===== src/rtl/one_wire_uid_sched_pkg.sv =====
// one_wire_uid_sched_pkg: shared FSM states, CRC-8 constants and UID width default
package one_wire_uid_sched_pkg;
  typedef enum logic [2:0] {IDLE, LOAD, WAIT_START, SHIFT, WAIT_END, DONE, ERR} state_e;
  localparam logic [7:0] CRC8_POLY = 8'h8C;
  localparam int UID_W_DEFAULT = 56;
  function automatic logic [7:0] crc8_step(input logic [7:0] crc, input logic b);
    return (crc >> 1) ^ ((crc[0] ^ b) ? CRC8_POLY : 8'h00);
  endfunction
endpackage


===== src/rtl/one_wire_uid_sched_crc8.sv =====
// one_wire_crc8_serial: LSB-first serial Dallas/Maxim CRC-8 accumulator
module one_wire_crc8_serial
  import one_wire_uid_sched_pkg::*;
(
  input  logic       clk,
  input  logic       rst_n,
  input  logic       clear,
  input  logic       bit_en,
  input  logic       bit_in,
  output logic [7:0] crc
);
  logic [7:0] crc_q;
  always_ff @(posedge clk or negedge rst_n) begin
    if (!rst_n) crc_q <= '0;
    else if (clear) crc_q <= '0;
    else if (bit_en) crc_q <= crc8_step(crc_q, bit_in);
  end
  assign crc = crc_q;
endmodule


===== src/rtl/one_wire_uid_sched.sv =====
// one_wire_uid_sched: round-robin arbiter feeding UIDs to a 1-wire shifter and checking the echoed stream
module one_wire_uid_sched
  import one_wire_uid_sched_pkg::*;
#(
  parameter int UID_SERIAL_DATA_WIDTH = UID_W_DEFAULT,
  parameter int FIFO_WIDTH            = 8,
  parameter int START_TIMEOUT         = 4
) (
  input  logic                             clk,
  input  logic                             rst_n,
  input  logic                             req_a,
  input  logic                             req_b,
  input  logic [UID_SERIAL_DATA_WIDTH-1:0] uid_a,
  input  logic [UID_SERIAL_DATA_WIDTH-1:0] uid_b,
  output logic                             gnt_a,
  output logic                             gnt_b,
  output logic                             sh_data_valid,
  output logic [UID_SERIAL_DATA_WIDTH-1:0] sh_uid,
  input  logic                             sh_start_crc,
  input  logic                             sh_data_stream,
  output logic                             busy,
  output logic                             done,
  output logic                             grant_id,
  output logic [7:0]                       crc_out,
  output logic                             mismatch_err,
  output logic                             timeout_err
);
  localparam int IW = $clog2(UID_SERIAL_DATA_WIDTH);
  localparam int TW = $clog2(START_TIMEOUT + 2);
  state_e                           state_q, state_d;
  logic [UID_SERIAL_DATA_WIDTH-1:0] uid_q;
  logic [FIFO_WIDTH-1:0]            bit_cnt_q;
  logic [TW-1:0]                    tmo_q;
  logic [7:0]                       crc_out_q, crc;
  logic gnt_a_q, gnt_b_q, dv_q, done_q, terr_q, grant_id_q, mis_q, pref_b_q;
  logic grant, win_b, bit_en, miss;
  always_comb begin
    state_d = state_q;
    grant   = 1'b0;
    win_b   = 1'b0;
    bit_en  = 1'b0;
    case (state_q)
      IDLE: begin
        grant   = req_a | req_b;
        win_b   = req_b & (~req_a | pref_b_q);
        state_d = grant ? LOAD : IDLE;
      end
      LOAD:       state_d = WAIT_START;
      WAIT_START: state_d = sh_start_crc ? SHIFT : (tmo_q == TW'(START_TIMEOUT)) ? ERR : WAIT_START;
      SHIFT: begin
        bit_en  = sh_start_crc;
        state_d = !sh_start_crc ? ERR :
                  (bit_cnt_q == FIFO_WIDTH'(UID_SERIAL_DATA_WIDTH - 1)) ? WAIT_END : SHIFT;
      end
      WAIT_END:   state_d = sh_start_crc ? WAIT_END : DONE;
      DONE:       state_d = IDLE;
      ERR:        state_d = IDLE;
      default:    state_d = IDLE;
    endcase
  end
  assign miss = bit_en & (sh_data_stream ^ uid_q[bit_cnt_q[IW-1:0]]);
  one_wire_crc8_serial u_crc (
    .clk   (clk),
    .rst_n (rst_n),
    .clear (grant),
    .bit_en(bit_en),
    .bit_in(sh_data_stream),
    .crc   (crc)
  );
  // crc_out only captures on a clean finish, so an aborted transfer leaves it untouched
  always_ff @(posedge clk or negedge rst_n) begin
    if (!rst_n) begin
      state_q    <= IDLE;
      uid_q      <= '0;
      bit_cnt_q  <= '0;
      tmo_q      <= '0;
      crc_out_q  <= '0;
      gnt_a_q    <= 1'b0;
      gnt_b_q    <= 1'b0;
      dv_q       <= 1'b0;
      done_q     <= 1'b0;
      terr_q     <= 1'b0;
      grant_id_q <= 1'b0;
      mis_q      <= 1'b0;
      pref_b_q   <= 1'b0;
    end else begin
      state_q   <= state_d;
      gnt_a_q   <= grant & ~win_b;
      gnt_b_q   <= grant & win_b;
      dv_q      <= state_q == LOAD;
      done_q    <= state_d == DONE;
      terr_q    <= state_d == ERR;
      tmo_q     <= (state_q == WAIT_START) ? tmo_q + 1'b1 : '0;
      bit_cnt_q <= grant ? '0 : bit_cnt_q + FIFO_WIDTH'(bit_en);
      if (grant) begin
        uid_q      <= win_b ? uid_b : uid_a;
        grant_id_q <= win_b;
        pref_b_q   <= ~win_b;
        crc_out_q  <= '0;
        mis_q      <= 1'b0;
      end else begin
        mis_q <= mis_q | miss;
        if (state_d == DONE) crc_out_q <= crc;
      end
    end
  end
  assign gnt_a         = gnt_a_q;
  assign gnt_b         = gnt_b_q;
  assign sh_data_valid = dv_q;
  assign sh_uid        = uid_q;
  assign busy          = state_q != IDLE;
  assign done          = done_q;
  assign grant_id      = grant_id_q;
  assign crc_out       = crc_out_q;
  assign mismatch_err  = mis_q;
  assign timeout_err   = terr_q;
endmodule


===== config.mk =====
export PLATFORM = sky130hd
export DESIGN_NAME = one_wire_uid_sched
export DESIGN_NICKNAME = d
export VERILOG_FILES = /design/src/rtl/one_wire_uid_sched_pkg.sv /design/src/rtl/one_wire_uid_sched_crc8.sv /design/src/rtl/one_wire_uid_sched.sv
export SDC_FILE = /design/constraint.sdc
export NUM_CORES = 1
export LEC_CHECK = 0
export ABC_AREA = 1
export CORE_AREA = 2 2 86 171
export DETAILED_ROUTE_END_ITERATION = 7
export DIE_AREA = 0 0 88 173
export GPL_TIMING_DRIVEN = 0
export PLACE_DENSITY = 0.66
export SYNTH_ARGS = -nofsm -noshare
export SYNTH_HDL_FRONTEND = slang
export SYNTH_SLANG_ARGS = --single-unit

===== constraint.sdc =====
create_clock -name clk -period 3.7 [get_ports clk]
set_input_delay 0.555 -clock clk [delete_from_list [all_inputs] [get_ports clk]]
set_output_delay 0.555 -clock clk [all_outputs]
set_load 0.02 [all_outputs]

==> impl_metrics.csv, run 1 <==
group,metric,value,unit
global_route,grt_pass1_wl,25800,µm
die,die-area,0.0152,mm²
synth,synthCells,615,
synth,synthTopCellsByArea,"dfrtp_1 (49%), nand2_1 (19%), nand3_1 (6.6%)",
clocking,post_cts_buffers,0,
sta,final.period_utilization,63.4,%
synth,synthMuxAreaShare,0,%
hold_path,worstHoldPathType,"input port to async pin",
finish,multiInputGateArea,0.00197,mm²
setup_path,critPathCaptureType,"primary output",
pwr,p_leak,0.00330,µW
clocking,clk_pin_slew,0.07,ns
sta,max_slew.worst_pin.slew,0.609,ns
setup_path,worstPathRequired,3.14,ns
synth,synth_compound_area_share,10.1,%
synth,synth_area,0.00481,mm²
die,die_w,88,µm
place,gp_congestion,0.875,
synth,synthSimpleGateAreaFrac,29.3,%
synth,synth-seq-cells,94,
pwr,p_int,3480,µW
sta,fin_crit,2.34,ns
clocking,cts_root_buf,"clkbuf_16",
global_route,grt_pass1_vias,5105,
finish,nFillCells,1325,
clocking,tritoncts,"built",
route,route.detailed.drc,0,
global_route,antenna_found_initial,0,
sta,clock.fmax,0.427,GHz
synth,avgSynthCellArea,7.82,µm²
clocking,hold_buffers,0,
pwr,p_seq_share,29.3,%
synth,synth_fa_ha_area_share,1.04,%
finish,diodes,0,
setup_path,arrival,1.79,ns
route,wl_per_cell,16.5,µm
pwr,p_per_area,849,mW/mm²
place,portBuffers,189,
sta,hold_viol,0,
global_route,gr-total-overflow,0,
setup_path,reg2regPathDepth,9,
finish,final_common_cell,"nand2_1",
pwr,p_comb_share,55.1,%
outcome,outcome,"finished, final reports clean",
pwr,power,6170,µW
synth,synth_area_leader_cell,"dfrtp_1",
sta,fin_tns_setup,0,ns
setup_path,rrSetupSlack,1.90,ns
sta,relSlewSlack,59.4,%
setup_path,worstSetupPathType,"flop to primary output",
pwr,peakVddDrop,0.000398,V
die,row_count,61,
route,vias_per_cell,4.77,
setup_path,critPathMaxFanout,5,
synth,synth_nets,737,
finish,layout-drive-gt1-share,7.68,%
finish,most-common-layout-cells,"nand2_1 (242), clkdlybuf4s50_1 (188), dfrtp_1 (94)",
synth,yosys_warnings,0,
clocking,htreeDepth,3,
synth,synth_xor_area_share,0.546,%
die,initial_core_util,34.8,%
sta,skew,0.0106,ns
finish,areaGrowthSynthToFinish,51.1,%
finish,seq_area,0.00235,mm²
route,wl,16600,µm
clocking,ctsResizeCount,0,
route,drt_iter0_markers,229,
clocking,numCtsBuffers,9,
die,ioPinCount,190,
sta,rsz0062_at_grt,"false",
flow_run,maxCapViolations,0,
sta,slew_viol_final,0,
die,dieHeight,173,µm
synth,ys_types,34,
pwr,switching_share,43.6,%
global_route,grt_max_degree,52,
route,vias,4815,
sta,setup_viol,0,
clocking,clock_sink_count,94,
clocking,clk_latency,0.35,ns
clocking,clk_path_buf_depth,2,
global_route,track_usage,22.1,%
synth,synth_top_area_share,48.9,%
setup_path,rr_endpoint,"bit_cnt_q[7]$_DFF_PN0_",
finish,fin_nets,938,
setup_path,timing.rr.start,"state_q[2]$_DFF_PN0_",
route,antenna_left,0,
route,drtPass1Iterations,4,
synth,yosysSeqAreaShare,48.9,%
setup_path,critPathLaunchType,"flop",
pwr,clkPwrFrac,15.6,%
synth,synth_top_family_by_area,"simple AND/OR/NAND/NOR gates",
pwr,switchingPower,2690,µW
die,coreArea,0.0138,mm²
place,dpl.hpwl,13200,µm
==> power groups by stage <==
stage	clock (µW)	combinational, µW	sequential, µW
4_1_cts	993	3440	1810
3_3_place_gp	0	3360	1810
2_1_floorplan	0	1520	2200
6_report	966	3400	1810
5_1_grt	1030	3700	1870
3_5_place_dp	0	3430	1830
==> kinds of logic (layout without fill, tap and decap cells) <==
logic type               count (synthesis)  in the layout
adder cells (fa/ha/maj)                  4              4
AO/OA/AOI/OAI                           74             74
buffers and inverters                  101            306
flip-flops                              94             94
XOR/XNOR                                 3              3
AND/OR/NAND/NOR                        339            339
==> layout make-up <==
| class | count | area share (%) |
|---|---|---|
| multi-input cells | 420 | 27.1 |
| flip-flops and latches | 94 | 32.4 |
| repair buffers | 190 | 26.4 |
| clock buffers | 10 | 3.29 |
| clock inverters | 5 | 0.895 |
| plain buffers | 31 | 3.10 |
| well taps | 189 | 3.25 |
| inverters | 70 | 3.65 |
==> state kept, by name, indices dropped and copies added, names as in the netlist <==
signal,count
tmo_q,3
gnt_b,1
sh_data_valid,1
bit_cnt_q,8
pref_b_q,1
sh_uid,56
grant_id,1
gnt_a,1
state_q,3
u_crc.crc,8
timeout_err,1
mismatch_err,1
crc_out,8
done,1
==> layer usage <==
layer / vias up / routed length, µm / part of all wire, % / global-route usage, %
met5: - / 0 / 0 / 0
met4: 0 / 752 / 4.5 / 11.7
met3: 46 / 635 / 3.8 / 3.01
met2: 138 / 9460 / 57 / 42.5
met1: 2276 / 5790 / 35 / 21.6
li1: 2355 / - / - / -
==> per-stage QoR <==
| stage | instances | setup slack, ns | hold WS [ns] | utilization, % | instance area, µm² |
|---|---|---|---|---|---|
| after floorplan | 615 | 2.08 | 0.259 | - | 4810 |
| after CTS | 1009 | 1.33 | 0.233 | 52.6 | 7270 |
| after detailed placement | 994 | 1.22 | 0.467 | 50.4 | 6970 |
| after global routing | 1009 | 1.26 | 0.253 | 52.6 | 7270 |
| after global placement | 993 | -1.49 | 0.444 | 50.2 | 6940 |
| final | 1009 | 1.36 | 0.215 | 52.6 | 7270 |
==> how the worst max path moves through the flow <==
stage	startpoint	to	slack (ns)	cells after the start
floorplan	sh_start_crc	bit_cnt_q[2]$_DFF_PN0_	2.08	7
global placement	rst_n	sh_uid[10]$_DFFE_PN0N_	-1.49	1
detailed placement	sh_start_crc	bit_cnt_q[6]$_DFF_PN0_	1.22	9
CTS	state_q[1]$_DFF_PN0_	busy	1.33	5
global route	state_q[1]$_DFF_PN0_	busy	1.26	5
finish	state_q[1]$_DFF_PN0_	busy	1.36	5
==> cell usage after synthesis, drive strengths merged <==
cell	count
o21ai	21
o211ai	34
inv	70
nor2	24
or2	2
nand4	1
nand2	243
o2111ai	1
a31oi	1
nor3	4
a21oi	14
xor2	1
buf	30
nor4	1
dfrtp	94
xnor2	2
ha	4
o31ai	1
nand3	64
o21bai	1
a22o	1
clkbuf	1
==> worst max-delay path: stages (launching register included) <==
cell	delay, ns
dfrtp_1	0.43
nor2_1	0.15
inv_2	0.09
nor2_4	0.14
inv_1	0.09
clkdlybuf4s50_1	0.54
Note: power is estimated with default switching activity, not from simulation.
==> run 2, diff against run 1 <==
- clock period: 3.7 -> 2.4 ns (I/O delays scaled with it)
==> results of run 2 <==
Same layout as run 1 (identical final DEF). Status: finished, final reports clean.
Among the figures that moved: setup slack after placement 1.22 ns -> 0.112 ns; setup slack after layout 1.36 ns -> 0.251 ns; hold slack 0.215 ns -> 0.0202 ns; register-to-register setup slack 1.90 ns -> 0.60 ns; total power 6170 µW -> 9520 µW; worst IR drop on VDD 0.000398 V -> 0.000614 V
